<file path="src/rtl/intc_prio_pkg.sv">
// Shared types for the priority interrupt controller: FSM states, winner record
// and the bus-index width helper.
package intc_prio_pkg;

  typedef enum logic {ST_IDLE, ST_PRESENT} state_t;

  // Widest bus/channel index the controller supports (8 buses, 32 channels)
  localparam int BUS_MAXW = 3;
  localparam int ID_MAXW  = 5;

  typedef struct packed {
    logic [BUS_MAXW-1:0] bus;
    logic [ID_MAXW-1:0]  id;
    logic                hit;
  } winner_t;

  function automatic int calc_bw(input int nbus);
    return (nbus <= 1) ? 1 : $clog2(nbus);
  endfunction

endpackage

</file>
<file path="src/rtl/prio_first.sv">
// Lowest-index-first finder: reports whether any bit of vec is set and the
// index of the lowest set bit (index is 0 when nothing is set).
module prio_first #(
  parameter int W  = 8,
  parameter int IW = 3
) (
  input  logic [W-1:0]  vec,
  output logic          hit,
  output logic [IW-1:0] idx
);

  // Scan downwards so the lowest set bit is the last one written
  always_comb begin
    hit = 1'b0;
    idx = '0;
    for (int i = W - 1; i >= 0; i--) begin
      if (vec[i]) begin
        hit = 1'b1;
        idx = IW'(i);
      end
    end
  end

endmodule

</file>
<file path="src/rtl/intc_prio.sv">
// Registered priority interrupt controller: sticky pending bits per bus/channel,
// rank arbitration (bus, then channel) and a valid/ack presentation handshake.
module intc_prio
  import intc_prio_pkg::*;
#(
  parameter int NCH  = 9,
  parameter int NBUS = 3,
  parameter int IDW  = $clog2(NCH),
  parameter int BW   = calc_bw(NBUS)
) (
  input  logic                CK,
  input  logic                RN,
  input  logic [NBUS*NCH-1:0] REQ,
  input  logic [NCH-1:0]      EN,
  input  logic                IRQ_ACK,
  input  logic                OVF_CLR,
  output logic                IRQ_VLD,
  output logic [BW-1:0]       IRQ_BUS,
  output logic [IDW-1:0]      IRQ_ID,
  output logic [NBUS-1:0]     ANY_PEND,
  output logic [NBUS-1:0]     OVF
);

  state_t              state, state_nxt;
  logic                load;
  logic [NBUS*NCH-1:0] pend, cand, set_m, clr_m;
  logic [NBUS-1:0]     bus_hit, ovf_new;
  logic [IDW-1:0]      ch_idx [NBUS];
  logic                top_hit;
  logic [BW-1:0]       bsel;
  logic [IDW-1:0]      sel_id;
  logic                ack;
  winner_t             win;

  assign cand  = pend & {NBUS{EN}};
  assign set_m = REQ & {NBUS{EN}};
  assign ack   = (state == ST_PRESENT) && IRQ_ACK;

  for (genvar b = 0; b < NBUS; b++) begin : g_bus
    prio_first #(.W(NCH), .IW(IDW)) u_ch (
      .vec (cand[b*NCH +: NCH]),
      .hit (bus_hit[b]),
      .idx (ch_idx[b])
    );
  end

  prio_first #(.W(NBUS), .IW(BW)) u_bus (
    .vec (bus_hit),
    .hit (top_hit),
    .idx (bsel)
  );

  always_comb begin
    sel_id = '0;
    for (int b = 0; b < NBUS; b++) begin
      if (bsel == BW'(b)) sel_id = ch_idx[b];
    end
    win.hit = top_hit;
    win.bus = BUS_MAXW'(bsel);
    win.id  = ID_MAXW'(sel_id);
  end

  // Only the low BW/IDW bits of the zero-extended winner reach the outputs
  logic unused_win;
  assign unused_win = ^{win.bus, win.id};

  // The acked bit is cleared unless a fresh request lands on it in the same edge
  always_comb begin
    clr_m   = '0;
    ovf_new = '0;
    for (int b = 0; b < NBUS; b++) begin
      for (int c = 0; c < NCH; c++) begin
        clr_m[b*NCH+c] = ack && (IRQ_BUS == BW'(b)) && (IRQ_ID == IDW'(c));
        if (set_m[b*NCH+c] && pend[b*NCH+c] && !clr_m[b*NCH+c]) ovf_new[b] = 1'b1;
      end
    end
  end

  always_comb begin
    state_nxt = state;
    load      = 1'b0;
    case (state)
      ST_IDLE: begin
        if (win.hit) begin
          state_nxt = ST_PRESENT;
          load      = 1'b1;
        end
      end
      ST_PRESENT: begin
        if (IRQ_ACK) state_nxt = ST_IDLE;
      end
      default: state_nxt = ST_IDLE;
    endcase
  end

  always_ff @(posedge CK or negedge RN) begin
    if (!RN) begin
      state    <= ST_IDLE;
      pend     <= '0;
      OVF      <= '0;
      ANY_PEND <= '0;
      IRQ_BUS  <= '0;
      IRQ_ID   <= '0;
    end else begin
      state    <= state_nxt;
      pend     <= (pend & ~clr_m) | set_m;
      OVF      <= (OVF & {NBUS{~OVF_CLR}}) | ovf_new;
      ANY_PEND <= bus_hit;
      if (load) begin
        IRQ_BUS <= win.bus[BW-1:0];
        IRQ_ID  <= win.id[IDW-1:0];
      end
    end
  end

  assign IRQ_VLD = (state == ST_PRESENT);

endmodule

</file>
<file path="config.mk">
export PLATFORM = sky130hd
export DESIGN_NAME = intc_prio
export DESIGN_NICKNAME = d
export VERILOG_FILES = /design/src/rtl/intc_prio_pkg.sv /design/src/rtl/prio_first.sv /design/src/rtl/intc_prio.sv
export SDC_FILE = /design/constraint.sdc
export NUM_CORES = 1
export LEC_CHECK = 0
export ABC_AREA = 1
export BUFFER_PORTS_ARGS = -buffer_cell sky130_fd_sc_hd__clkbuf_2
export CELL_PAD_IN_SITES_DETAIL_PLACEMENT = 2
export CELL_PAD_IN_SITES_GLOBAL_PLACEMENT = 2
export CORE_ASPECT_RATIO = 1.25
export CORE_UTILIZATION = 26
export DETAILED_ROUTE_END_ITERATION = 8
export PLACE_DENSITY = 0.77
export SLEW_MARGIN = 20
export SYNTH_ARGS = -nofsm -noshare
export SYNTH_HDL_FRONTEND = slang
export SYNTH_HIERARCHICAL = 1
export SYNTH_SLANG_ARGS = --single-unit
</file>
<file path="constraint.sdc">
create_clock -name CK -period 1.95 [get_ports CK]
set_input_delay 0.0975 -clock CK [delete_from_list [all_inputs] [get_ports CK]]
set_output_delay 0.0975 -clock CK [all_outputs]
set_load 0.005 [all_outputs]
</file>
; Word level (Yosys, flattened, before mapping)
; Index checks and enable logic that the tools add are counted.
[word_totals]
word_cells = 236
regBits = 40
inputBits = 40
mem_bits_ro = 0
latchBits = 0
output_inout_bits = 13
memories = 0
mem_bits_rw = 0
[op_classes]
div_mod_pow = 0
reduce_logical = 115
mux = 94
eq_ne = 12
mul = 0
n_bitwise = 9
n_addsub = 0
order_cmp = 0
shifts = 0
[op_table]
columns = operator, count
row1 = two-way mux 4 bit, 30
row2 = logical AND 1 bit, 85
row3 = AND 27 bit, 3
row4 = two-way mux 1 bit, 60
row5 = logical NOT 1 bit, 27
row6 = inverter 27 bit, 1
row7 = OR 27 bit, 1
row8 = "equality test 4 x 3 -> 1 bit, second input constant", 4
row9 = "equality test 4 x 2 -> 1 bit, second input constant", 2
row10 = two-way mux 2 bit, 3
row11 = "equality test 2 x 1 -> 1 bit, second input constant", 2
row12 = "equality test 2 bit, second input constant", 2
row13 = "equality test 4 x 1 -> 1 bit, second input constant", 1
row14 = "equality test 4 bit, second input constant", 1
row15 = logical NOT 2 bit, 2
row16 = logical NOT 4 bit, 1
row17 = AND 3 bit, 1
row18 = OR 3 bit, 1
row19 = inverter 1 bit, 2
row20 = one-hot mux 1 bit (2 select lines), 1

; Longest topological paths before layout
; Gate-level depths: netlist (run 1).
[depth]
depth_word = 17
mapped_depth = 13
mapped_depth_nobuf = 13

; By module
; Netlist (run 1), hierarchy kept.
[modules_own_cells]
columns = module, cells_each, area_each_um2, n_inst
row1 = intc_prio, 366, 2317.2, 1
row2 = prio_first at g_bus[0].u_ch ..., 23, 121.4, 3
row3 = prio_first at u_bus, 7, 31.3, 1

; Worst setup path before layout (run 1)
; Ideal clock, no wire load.
[synth_timing]
kind = register -> register
from = reg pend[6]
to = reg IRQ_ID[3]
setup_slack_ns = 0.129
stages_incl_launch_ff = 12
setup_time_ns = 0.128
period_less_slack_ns = 1.821
t_arrival_ns = 1.694
t_required_ns = 1.822
n_path_buf = 0
path_cell_list = dfrtp_1 nand2_1 inv_1 or2_4 nor3_4 nand4_1 nor2_1 nor2_1 nand2_1 nand2_1 a31oi_1 o21ai_0
[synth_via]
elab_chain_len = 13
elab_cells_between_ends = 25
[synth_lines]
columns = item, line_no
row1 = start: declaration, intc_prio.sv:26  ; logic [NBUS*NCH-1:0] pend, cand, set_m, clr_m;
row2 = start signal: assignment, intc_prio.sv:106  ; pend <= (pend & ~clr_m) | set_m;
row3 = AND 27 bit *, intc_prio.sv:35  ; assign cand = pend & {NBUS{EN}};
row4 = named net cand[6], intc_prio.sv:26
row5 = two-way mux 1 bit * (7 in series), prio_first.sv:17  ; if (vec[i]) begin
row6 = named net bus_hit[0], intc_prio.sv:27  ; logic [NBUS-1:0] bus_hit, ovf_new;
row7 = two-way mux 2 bit *, prio_first.sv:17
row8 = named net bsel[0], intc_prio.sv:30  ; logic [BW-1:0] bsel;
row9 = logical NOT 2 bit, intc_prio.sv:56  ; if (bsel == BW'(b)) sel_id = ch_idx[b];
row10 = two-way mux 4 bit (2 in series), intc_prio.sv:56
row11 = two-way mux 4 bit *, intc_prio.sv:56
row12 = end signal: assignment, intc_prio.sv:111  ; IRQ_ID <= win.id[IDW-1:0];
row13 = end: declaration, intc_prio.sv:19  ; output logic [IDW-1:0] IRQ_ID,
; Mark *: on every way through the listed nets, which the timed path passes. The rest lies on a longest branch.
; A chain may end at the register's enable or synchronous reset.

; Worst setup path in the final report (run 1)
[layout_timing]
from = reg pend[10]
to = reg IRQ_ID[3]
[layout_via]
elab_chain_len = 9
elab_cells_between_ends = 17
[layout_lines]
columns = item, line_no
row1 = AND 27 bit *, intc_prio.sv:35
row2 = named net cand[10], intc_prio.sv:26
row3 = two-way mux 1 bit * (2 in series), prio_first.sv:17
row4 = named net bus_hit[1], intc_prio.sv:27
row5 = two-way mux 2 bit * (2 in series), prio_first.sv:17
row6 = named net bsel[1], intc_prio.sv:30
row7 = logical NOT 2 bit, intc_prio.sv:56
row8 = two-way mux 4 bit (2 in series), intc_prio.sv:56
row9 = two-way mux 4 bit *, intc_prio.sv:56
; Marked as above.

==> results.md, run 1 <==
* Status: finished with violations
* Failing checks: setup timing
* Initial antenna violation count at 0
* Cell count after placement at around 630
* Non-filler instance count after layout at roughly 650
* Crit path kind: flip-flop to flip-flop
* Synth top area share at 36.9%
* M1 wire length at 4380 microns
* Routability cong. at 0.853
* Grt ovf at 0
* 1st-pass router iterations at 4
* Most common cell after layout, fill and taps aside: nand2_1
* Leak at 2.19 nW
* WP data arrival at 2340 ps
* XOR/XNOR Fraction of Synth Area at 0%
* Fin worst setup slack at -213 ps
* F_max at around 0.46 GHz
* Crit share post-route at 111%
* Root buffer cell: clkbuf_16
* Remaining antenna violation count at 0
* Sequential area share after synthesis at 36.9%
* Reg2Reg Depth at 12
* Hold Violations, Final at 0
* Worst skew pair latency at 300 ps
* Fin crit period at approximately 2200 ps
* DP HPWL at 8110 microns
* Syn. warnings at 6
* Top sig layer: met4
* Number of max-slew violations in the final report at 0
* WL/cell at 17.5 microns
* Worst setup EP type: flip-flop
* Switching Share at a little under two fifths
* PD cells at 921 nW/um^2
* Post-synth top area cell: dfrtp_1
* Clock power share at 31.7%
* Endpoints failing setup at 7
* Simple-Gate Fraction of Synth Area at 45.4%
* Fill cell count at approximately 1300
* Max cap viols at 0
* Worst Setup Start Kind: flip-flop
* Final nets at 559
* Cell-internal power at 2.08 mW
* Max FO, Critical Path at 3
* CP startpoint: pend[10]$_DFF_PN0_
* R2r setup slk at -210 ps
* Mapped Area at 2710 sq um
* I/O Buffers at 52
* First-pass GRT wire length at 16500 microns
* Synth Register Bits at 40
* DRT iter0 DRCs at 76
* Number of buffers created by CTS at 5
* Switching power at 1.25 mW
* Mean Syn Cell Area at 6.14 sq um
* Drt total wl at 11400 microns
* H-tree depth at 2
* Combinational Power Share at 36.6%
* Detailed-route vias per instance at 4.68
* Routed wl met3 at 307 microns
* DR WL met2 at 6100 microns
* Largest cells by area after synthesis: dfrtp_1 37%, nand2_1 28%, inv_1 11%, nor2_1 7.7%, nand3_1 3.0%
* Max_slew headroom at approximately 60%
* VDD IR max at 329 uV
* Starting Density at roughly 27%
* Vias at 3039
* Chip width at 93.4 microns
* Largest net degree at the start of global routing at 23
* Vias in the first global route at 3320
* Reg clk slew, reported paths at about 70 ps
* IO Count at 53
* Worst-Margin Slew at 612 ps
* RSZ-0062 raised after global routing: yes
* Die Area at 10800 sq um
* Post-synthesis compound-gate area fraction at 5.30%
* Share of cells above drive strength 1 at 23.3%
* Post-synthesis adder-cell area fraction at 0%
* Worst Hold Class: input port to flip-flop
* Largest family of logic cells by synthesized area: simple AND/OR/NAND/NOR gates
* # rows at 41
* Area growth, synth to finish at 33.4%
* Area of the core at 10100 sq um
* Total GRT Usage at 20.7%
* # diodes at 0
* Distinct cells, synth at 23
* Post-DP Area at around 3200 sq um
* Syn Inst Count at 442
* CP required at about 2100 ps
* Seq pwr share at 31.7%
* Most frequent cells in the layout: 192 x nand2_1, 78 x inv_1, 53 x nor2_1
* CP Capture Point: IRQ_ID[3]$_DFFE_PN0P_
* Clk sinks at 40
* Drc violations at 0
* Syn_nets at 482
* Worst flop-to-flop path startpoint: pend[10]$_DFF_PN0_
* Post-synthesis mux area share at 0%
* Clock Tree Buf Depth at 2
* CTS tree: done
* Reg2reg end: IRQ_ID[3]$_DFFE_PN0P_
* Die H at ~120 microns
* Post-route cell area at 3620 sq um
* Worst Clk Skew at around 9 ps
==> flip-flops by register name, indices dropped and copies added, names as in the netlist <==
| register | cells |
|---|---|
| ANY_PEND | 3 |
| IRQ_BUS | 2 |
| IRQ_ID | 4 |
| IRQ_VLD | 1 |
| OVF | 3 |
| pend | 27 |
==> worst min-delay path by stage <==
stage | start | end | slack [ps] | depth (start not counted)
finish | REQ[19] | pend[19]$_DFF_PN0_ | 20 | 3
CTS | REQ[19] | pend[19]$_DFF_PN0_ | 20 | 3
global placement | RN | pend[12]$_DFF_PN0_ | 130 | 1
global route | REQ[9] | pend[9]$_DFF_PN0_ | 40 | 3
floorplan | RN | ANY_PEND[0]$_DFF_PN0_ | -200 | 0
detailed placement | RN | pend[3]$_DFF_PN0_ | 130 | 1
==> logic make-up (layout without fill, tap and decap cells) <==
group	count (synthesis)	after routing
AOI/OAI and AO/OA	23	23
and+or+nand+nor	290	290
buffers and inverters	89	167
DFF	40	40
==> timing repair <==
action,in CTS,in global routing
cloned,0,1
buffers inserted,4,7
setup endpoints to repair,4,7
hold buffers,1,0
pin swaps,5,10
resized for setup,4,27
hold endpoints to repair,18,0
==> power by group through the flow <==
| stage | Sequential (mW) | Clock (mW) | Combinational (mW) |
|---|---|---|---|
| after floorplan | 1.04 | 0 | 0.571 |
| after global placement | 1.06 | 0 | 0.936 |
| after detailed placement | 1.07 | 0 | 0.975 |
| after CTS | 1.05 | 1.08 | 0.995 |
| after global routing | 1.07 | 1.10 | 1.34 |
| final | 1.06 | 1.06 | 1.22 |
==> final cells by class <==
type                    instances  area (sq um)  area share (%)
multi-input cells             313          1460            40.4
flip-flops and latches         40          1000            27.7
repair buffers                 72           484            13.4
inverters                      87           327            9.02
well taps                     129           161            4.46
clock buffers                   7           153            4.22
clock inverters                 1          30.0           0.830
==> synth_stat cells (all sizes together) <==
cell    number
nand2      201
inv         87
nor2        61
dfrtp       40
nand3       16
a21oi        9
o21ai        4
a21boi       3
a32oi        3
nand4        3
nor3         3
nor3b        3
or2          3
o31ai        2
a22o         1
a31oi        1
buf          1
clkbuf       1
==> critical path: stages, from the launching register on <==
cell     delay, ps
dfrtp_1        400
nand2_1        110
inv_1           80
nor2_1         290
nand4_1        240
inv_2          140
nand2_2         80
nor2_4         190
inv_2           70
nand3_2         70
nand2_2         60
a31oi_2        180
o21ai_1        110
==> metal layers <==
layer / up-vias / global-route usage [%]
met5: - / 0
met4: 0 / 11.5
met3: 33 / 2.60
met2: 70 / 40.0
met1: 1473 / 21.4
li1: 1463 / -
==> metrics by stage <==
| step | hold WS [ps] | utilization, % | total power [mW] | setup TNS, ps | setup WS (ps) |
|---|---|---|---|---|---|
| floorplan | -198 | - | 1.61 | 0 | 129 |
| global placement | 130 | 31.7 | 1.99 | 0 | 42.5 |
| detailed placement | 135 | 31.7 | 2.04 | -135 | -76.3 |
| CTS | 18.2 | 34.0 | 3.12 | -87.6 | -43.8 |
| global route | 35.8 | 35.8 | 3.51 | -1330 | -306 |
| finish | 18.4 | 35.8 | 3.34 | -846 | -213 |
(Power assumes the default switching activity.)
==> inputs of run 2 (changes only) <==
--- a/config.mk
+++ b/config.mk
@@ -12,6 +12,7 @@
 export CORE_ASPECT_RATIO = 1.25
 export CORE_UTILIZATION = 26
 export DETAILED_ROUTE_END_ITERATION = 8
+export GPL_TIMING_DRIVEN = 0
 export PLACE_DENSITY = 0.77
 export SLEW_MARGIN = 20
 export SYNTH_ARGS = -nofsm -noshare
==> results.md, run 2 (synthesis gave the netlist of run 1 again) <==
* Status: finished with violations
* Failing checks: setup timing
* Worst setup EP type: flip-flop
* I/O Buffers at 51
* Max_slew headroom at 57.9%
* WP data arrival at 2310 ps
* Drt total wl at 10700 microns
* # diodes at 0
* Fin crit period at 2100 ps
* Clk sinks at 40
* Most common cell after layout, fill and taps aside: nand2_1
* Post-route total power at 3.13 mW
* Worst Hold Class: input port to flip-flop
* Hold EP: pend[19]$_DFF_PN0_
* PD cells at roughly 890 nW/um^2
* Reg2reg end: IRQ_ID[2]$_DFFE_PN0P_
* Grt ovf at 0
* DRT iter0 DRCs at approximately 100
* DP HPWL at 7810 microns
* Detailed-route vias per instance at 4.66
* Reg2Reg Depth at 11
* Starting Density at 26.8%
* Crit path kind: flip-flop to flip-flop
* Max FO, Critical Path at 4
* CP required at 2160 ps
* Remaining antenna violation count at 0
* Largest reg by FF count: pend
* Worst Setup Start Kind: flip-flop
* Largest register FFs at 27
* Sum Neg Setup Slack at -915 ps
* Worst Clk Skew at roughly 6.7 ps
* First-pass GRT wire length at around 16000 microns
* Hold Violations, Final at 0
* CTS tree: done
* Vias in the first global route at 3281
* RSZ-0062 raised after global routing: yes
* Core Util, Final at 35.0%
* Routability cong. at 0.793
* Die H at between 100 and 150 microns
* Area of the core at 10100 sq um
* Area growth, synth to finish at 30.3%
* Leak at 2.12 nW
* IO Count at between 50 and 60
* Die Area at 10800 sq um
* Drc violations at 0
* H-tree depth at 2
* Worst flop-to-flop path startpoint: pend[24]$_DFF_PN0_
* WL/cell at 16.6 microns
* R2r setup slk at -150 ps
* Fin worst setup slack at -152 ps
* # rows at around 40
* Number of buffers created by CTS at 5
* Total GRT Usage at about a fifth
* Final nets at 554
* Crit share post-route at 108%
* Biggest regs: pend: 27 flops, IRQ_ID: 4 flops
* 1st-pass router iterations at 4
* Max cap viols at 0
* Clock Tree Buf Depth at 2
* Reg clk slew, reported paths at approximately 60 ps
* WHS at 24.1 ps
* Initial antenna violation count at 0
* Hold path cells at 3
* F_max at 0.476 GHz
* Largest net degree at the start of global routing at 41
* Share of cells above drive strength 1 at ~23%
* Hold path startpoint: REQ[19]
* Root buffer cell: clkbuf_16
* Number of max-slew violations in the final report at 0
* Worst skew pair latency at about 290 ps
* VDD IR max at between 200 and 300 uV
* Chip width at 93.4 microns
* Endpoints failing setup at 7
* Worst-Margin Slew at 631 ps
* Vias at 2999
* Most frequent cells in the layout: 193 x nand2_1, 77 x inv_1, 53 x nor2_1
run 2: worst max path at each step:
stage,startpoint,to,slack [ps]
6_report,pend[24]$_DFF_PN0_,IRQ_ID[2]$_DFFE_PN0P_,-150
5_1_grt,pend[24]$_DFF_PN0_,IRQ_BUS[1]$_DFFE_PN0P_,-290
3_5_place_dp,pend[6]$_DFF_PN0_,IRQ_ID[3]$_DFFE_PN0P_,-300
2_1_floorplan,pend[6]$_DFF_PN0_,IRQ_ID[3]$_DFFE_PN0P_,130
3_3_place_gp,pend[6]$_DFF_PN0_,IRQ_ID[3]$_DFFE_PN0P_,-230
4_1_cts,pend[15]$_DFF_PN0_,IRQ_ID[2]$_DFFE_PN0P_,-140
run 2: timing repair:
action / CTS / global route
gates cloned: 1 / 0
hold buffers: 1 / 0
buffers inserted: 7 / 5
hold endpoints to repair: 40 / 0
pin swaps: 7 / 11
gates resized for setup: 15 / 19
setup endpoints to repair: 7 / 7
run 2: per-stage QoR:
stage	setup WS [ps]	cells	cell area, sq um
after floorplan	129	442	2710
after global placement	-233	622	3130
after detailed placement	-302	622	3130
after CTS	-142	639	3420
after global routing	-286	644	3530
final	-152	644	3530
run 2: cell type report:
cell class	count	area (sq um)
tap	129	161
clock inverter	1	30.0
buffer	2	15.0
sequential	40	1000
timing repair buffer	65	373
inverter	87	327
fill	1272	6570
clock buffer	7	153
multi-input combinational	313	1480
run 2: where the power goes:
part / switching, mW / internal [mW]
Sequential: 0.116 / 0.937
Clock: 0.366 / 0.675
Combinational: 0.693 / 0.344
Total: 1.18 / 1.96
run 2: routing by layer:
layer / vias to the layer above / GRT usage (%) / part of all wire, % / wire (microns)
li1: 1449 / - / - / -
met1: 1468 / 21.7 / 39 / 4210
met2: 63 / 38.8 / 55 / 5910
met3: 19 / 2.47 / 2.9 / 310
met4: 0 / 7.38 / 2.6 / 280
met5: - / 0 / 0 / 0
run 2: worst max-delay path, stage by stage (launching register included):
cell	delay, ps
dfrtp_1	400
nand2_1	100
inv_1	70
or2_4	270
nor3_4	210
nand4_1	220
nand2_2	150
nor2_4	60
inv_2	100
buf_4	140
nand3_2	80
a32oi_2	230
==> inputs of run 3 (changes only) <==
--- a/config.mk
+++ b/config.mk
@@ -6,7 +6,7 @@
 export NUM_CORES = 1
 export LEC_CHECK = 0
 export ABC_AREA = 1
-export BUFFER_PORTS_ARGS = -buffer_cell sky130_fd_sc_hd__clkbuf_2
+export BUFFER_PORTS_ARGS = -buffer_cell sky130_fd_sc_hd__buf_2
 export CELL_PAD_IN_SITES_DETAIL_PLACEMENT = 2
 export CELL_PAD_IN_SITES_GLOBAL_PLACEMENT = 2
 export CORE_ASPECT_RATIO = 1.25
==> results.md, run 3 (synthesis gave the netlist of run 1 again) <==
* Seq pwr share at between 30% and 40%
* Area of the core at 10100 sq um
* DP HPWL at around 7600 microns
* Number of buffers created by CTS at 5
* Most frequent cells in the layout: 192 x nand2_1, 76 x inv_1, 53 x nor2_1
* CP required at 2140 ps
* Vias in the first global route at 3254
* Worst setup EP type: flip-flop
* H-tree depth at 2
* CTS tree: done
* Area growth, synth to finish at 29.5%
* WL/cell at between 15 and 20 microns
* Post-DP Area at 3130 sq um
* Die H at 116 microns
* Combinational Power Share at a little over a third
* Max_slew headroom at 32.2%
* F_max at about 0.47 GHz
* Largest register FFs at 27
* Biggest regs: pend: 27 flops, IRQ_ID: 4 flops
* GR peak layer: met2
* PD cells at 849 nW/um^2
* IO Count at between 50 and 60
* Number of max-slew violations in the final report at 0
* Vias at 2979
* Fin crit period at 2120 ps
* Cell-internal power at 1.82 mW
* Worst slack, placed at -271 ps
* Remaining antenna violation count at 0
* Largest reg by FF count: pend
* WHS at -22.5 ps
* Failing checks: hold timing, setup timing
* Most common cell after layout, fill and taps aside: nand2_1
* Root buffer cell: clkbuf_16
* Chip width at 93.4 microns
* Register area at 1000 sq um
* Clock Tree Buf Depth at 2
* Drc violations at 0
* M1 GR Usage at 21.4%
* WP data arrival at 2300 ps
* Clock power share at 29.9%
* VDD IR max at 298 uV
* Starting Density at a little over a quarter
* Total GRT Usage at 19.7%
* Final nets at roughly 560
* Worst Clk Skew at 6.93 ps
* Met2 usage at 37.2%
* Reg clk slew, reported paths at 60 ps
* # rows at 41
* Leak at 2.12 nW
* RSZ-0062 raised after global routing: yes
* Fill cell count at 1263
* Drt total wl at 10400 microns
* Switching power at 1.16 mW
* Routability cong. at 0.788
* Worst Setup Start Kind: flip-flop
* Crit path kind: flip-flop to flip-flop
* Switching Share at 38.9%
* Initial antenna violation count at 0
* Hold Violations, Final at 24
* Worst-Margin Slew at 1020 ps
* Worst skew pair latency at about 290 ps
* Largest net degree at the start of global routing at 41
* Fin worst setup slack at -165 ps
* I/O Buffers at 51
* Endpoints failing setup at 7
* Post-route cell area at roughly 3500 sq um
* Die Area at 10800 sq um
* # diodes at 0
* CTS Hold Buffers Added at 0
* Clk sinks at 40
* Max FO, Critical Path at 4
* 1st-pass router iterations at 4
* Multi-input logic area at 1470 sq um
* Worst flop-to-flop path startpoint: pend[25]$_DFF_PN0_
* Sum Neg Setup Slack at -593 ps
* DRT iter0 DRCs at 85
* Status: finished with violations
* Worst Hold Class: input port to async pin
* First-pass GRT wire length at 16100 microns
* Grt ovf at 0
* Max cap viols at 0
* CP startpoint: pend[25]$_DFF_PN0_
* Post-route total power at roughly 3.0 mW
* Detailed-route vias per instance at 4.63
* Share of cells above drive strength 1 at between 20% and 30%
* Crit share post-route at 108%
* Met3 Usage GRT at under 10%
==> run 3: cell count changes in the layout (fill, tap and decap cells not counted), moves of 2 or more <==
| cell | before | now |
|---|---|---|
| buf_2 | 0 | 51 |
| o21ai_2 | 1 | 3 |
| nand3_2 | 5 | 3 |
| clkbuf_2 | 50 | 0 |
| nand3_1 | 11 | 13 |
| buf_6 | 3 | 6 |
| o21ai_0 | 2 | 0 |
==> run 3: worst max-delay path: stages, from the launching register on <==
cell and delay [ps]:
dfrtp_1 400, nand2_1 100, inv_2 50, or2_4 260, nor3_4 250, nand4_1 190
nand2_2 130, nor2_4 60, inv_2 80, buf_4 150, nand3_1 80, a32oi_1 260
==> run 3: power groups by stage <==
stage	clock network, mW	registers [mW]	logic, mW
after floorplan	0	1.04	0.571
after global placement	0	1.05	0.880
after detailed placement	0	1.06	0.916
after CTS	0.909	1.05	0.986
after global routing	0.939	1.06	1.16
final	0.893	1.05	1.04
==> run 3: timing repair <==
item | 4_1_cts | 5_1_grt
gates cloned | 1 | 0
buffers inserted | 8 | 6
pin swaps | 11 | 20
gates resized for setup | 17 | 24
endpoints found under the setup margin | 7 | 7
==> run 3: metrics by stage <==
stage	hold WS, ps	util, %	cells
final	-22.5	34.8	644
after global routing	34.3	34.8	644
after CTS	17.4	33.6	638
after detailed placement	327	31.0	622
after global placement	317	31.0	622
after floorplan	-198	-	442
==> run 3: area by class of cell <==
cell class | instances | share of cell area [%]
multi-input combinational | 313 | 41.8
sequential | 40 | 28.5
timing repair buffer | 66 | 11.0
inverter | 87 | 9.37
tap | 129 | 4.59
clock buffer | 7 | 4.34
buffer | 2 | 0.427
==> run 3: routing by layer <==
metal	up-vias	share of wire (%)
li1	1447	-
met5	-	0
met2	52	55
met3	19	2.4
met4	0	2.7
met1	1461	40
==> run 3: final timing paths <==
path                                         end  slack (ps)  depth (start not counted)
max in group asynchronous     pend[18]$_DFF_PN0_        1340                          1
setup / recovery           IRQ_ID[1]$_DFFE_PN0P_        -170                         11
min in group CK               pend[11]$_DFF_PN0_          20                          3
hold / removal                 IRQ_VLD$_DFF_PN0_         -20                          1
setup reg to reg           IRQ_ID[1]$_DFFE_PN0P_        -170                         11
hold reg to reg               pend[20]$_DFF_PN0_         500                          2
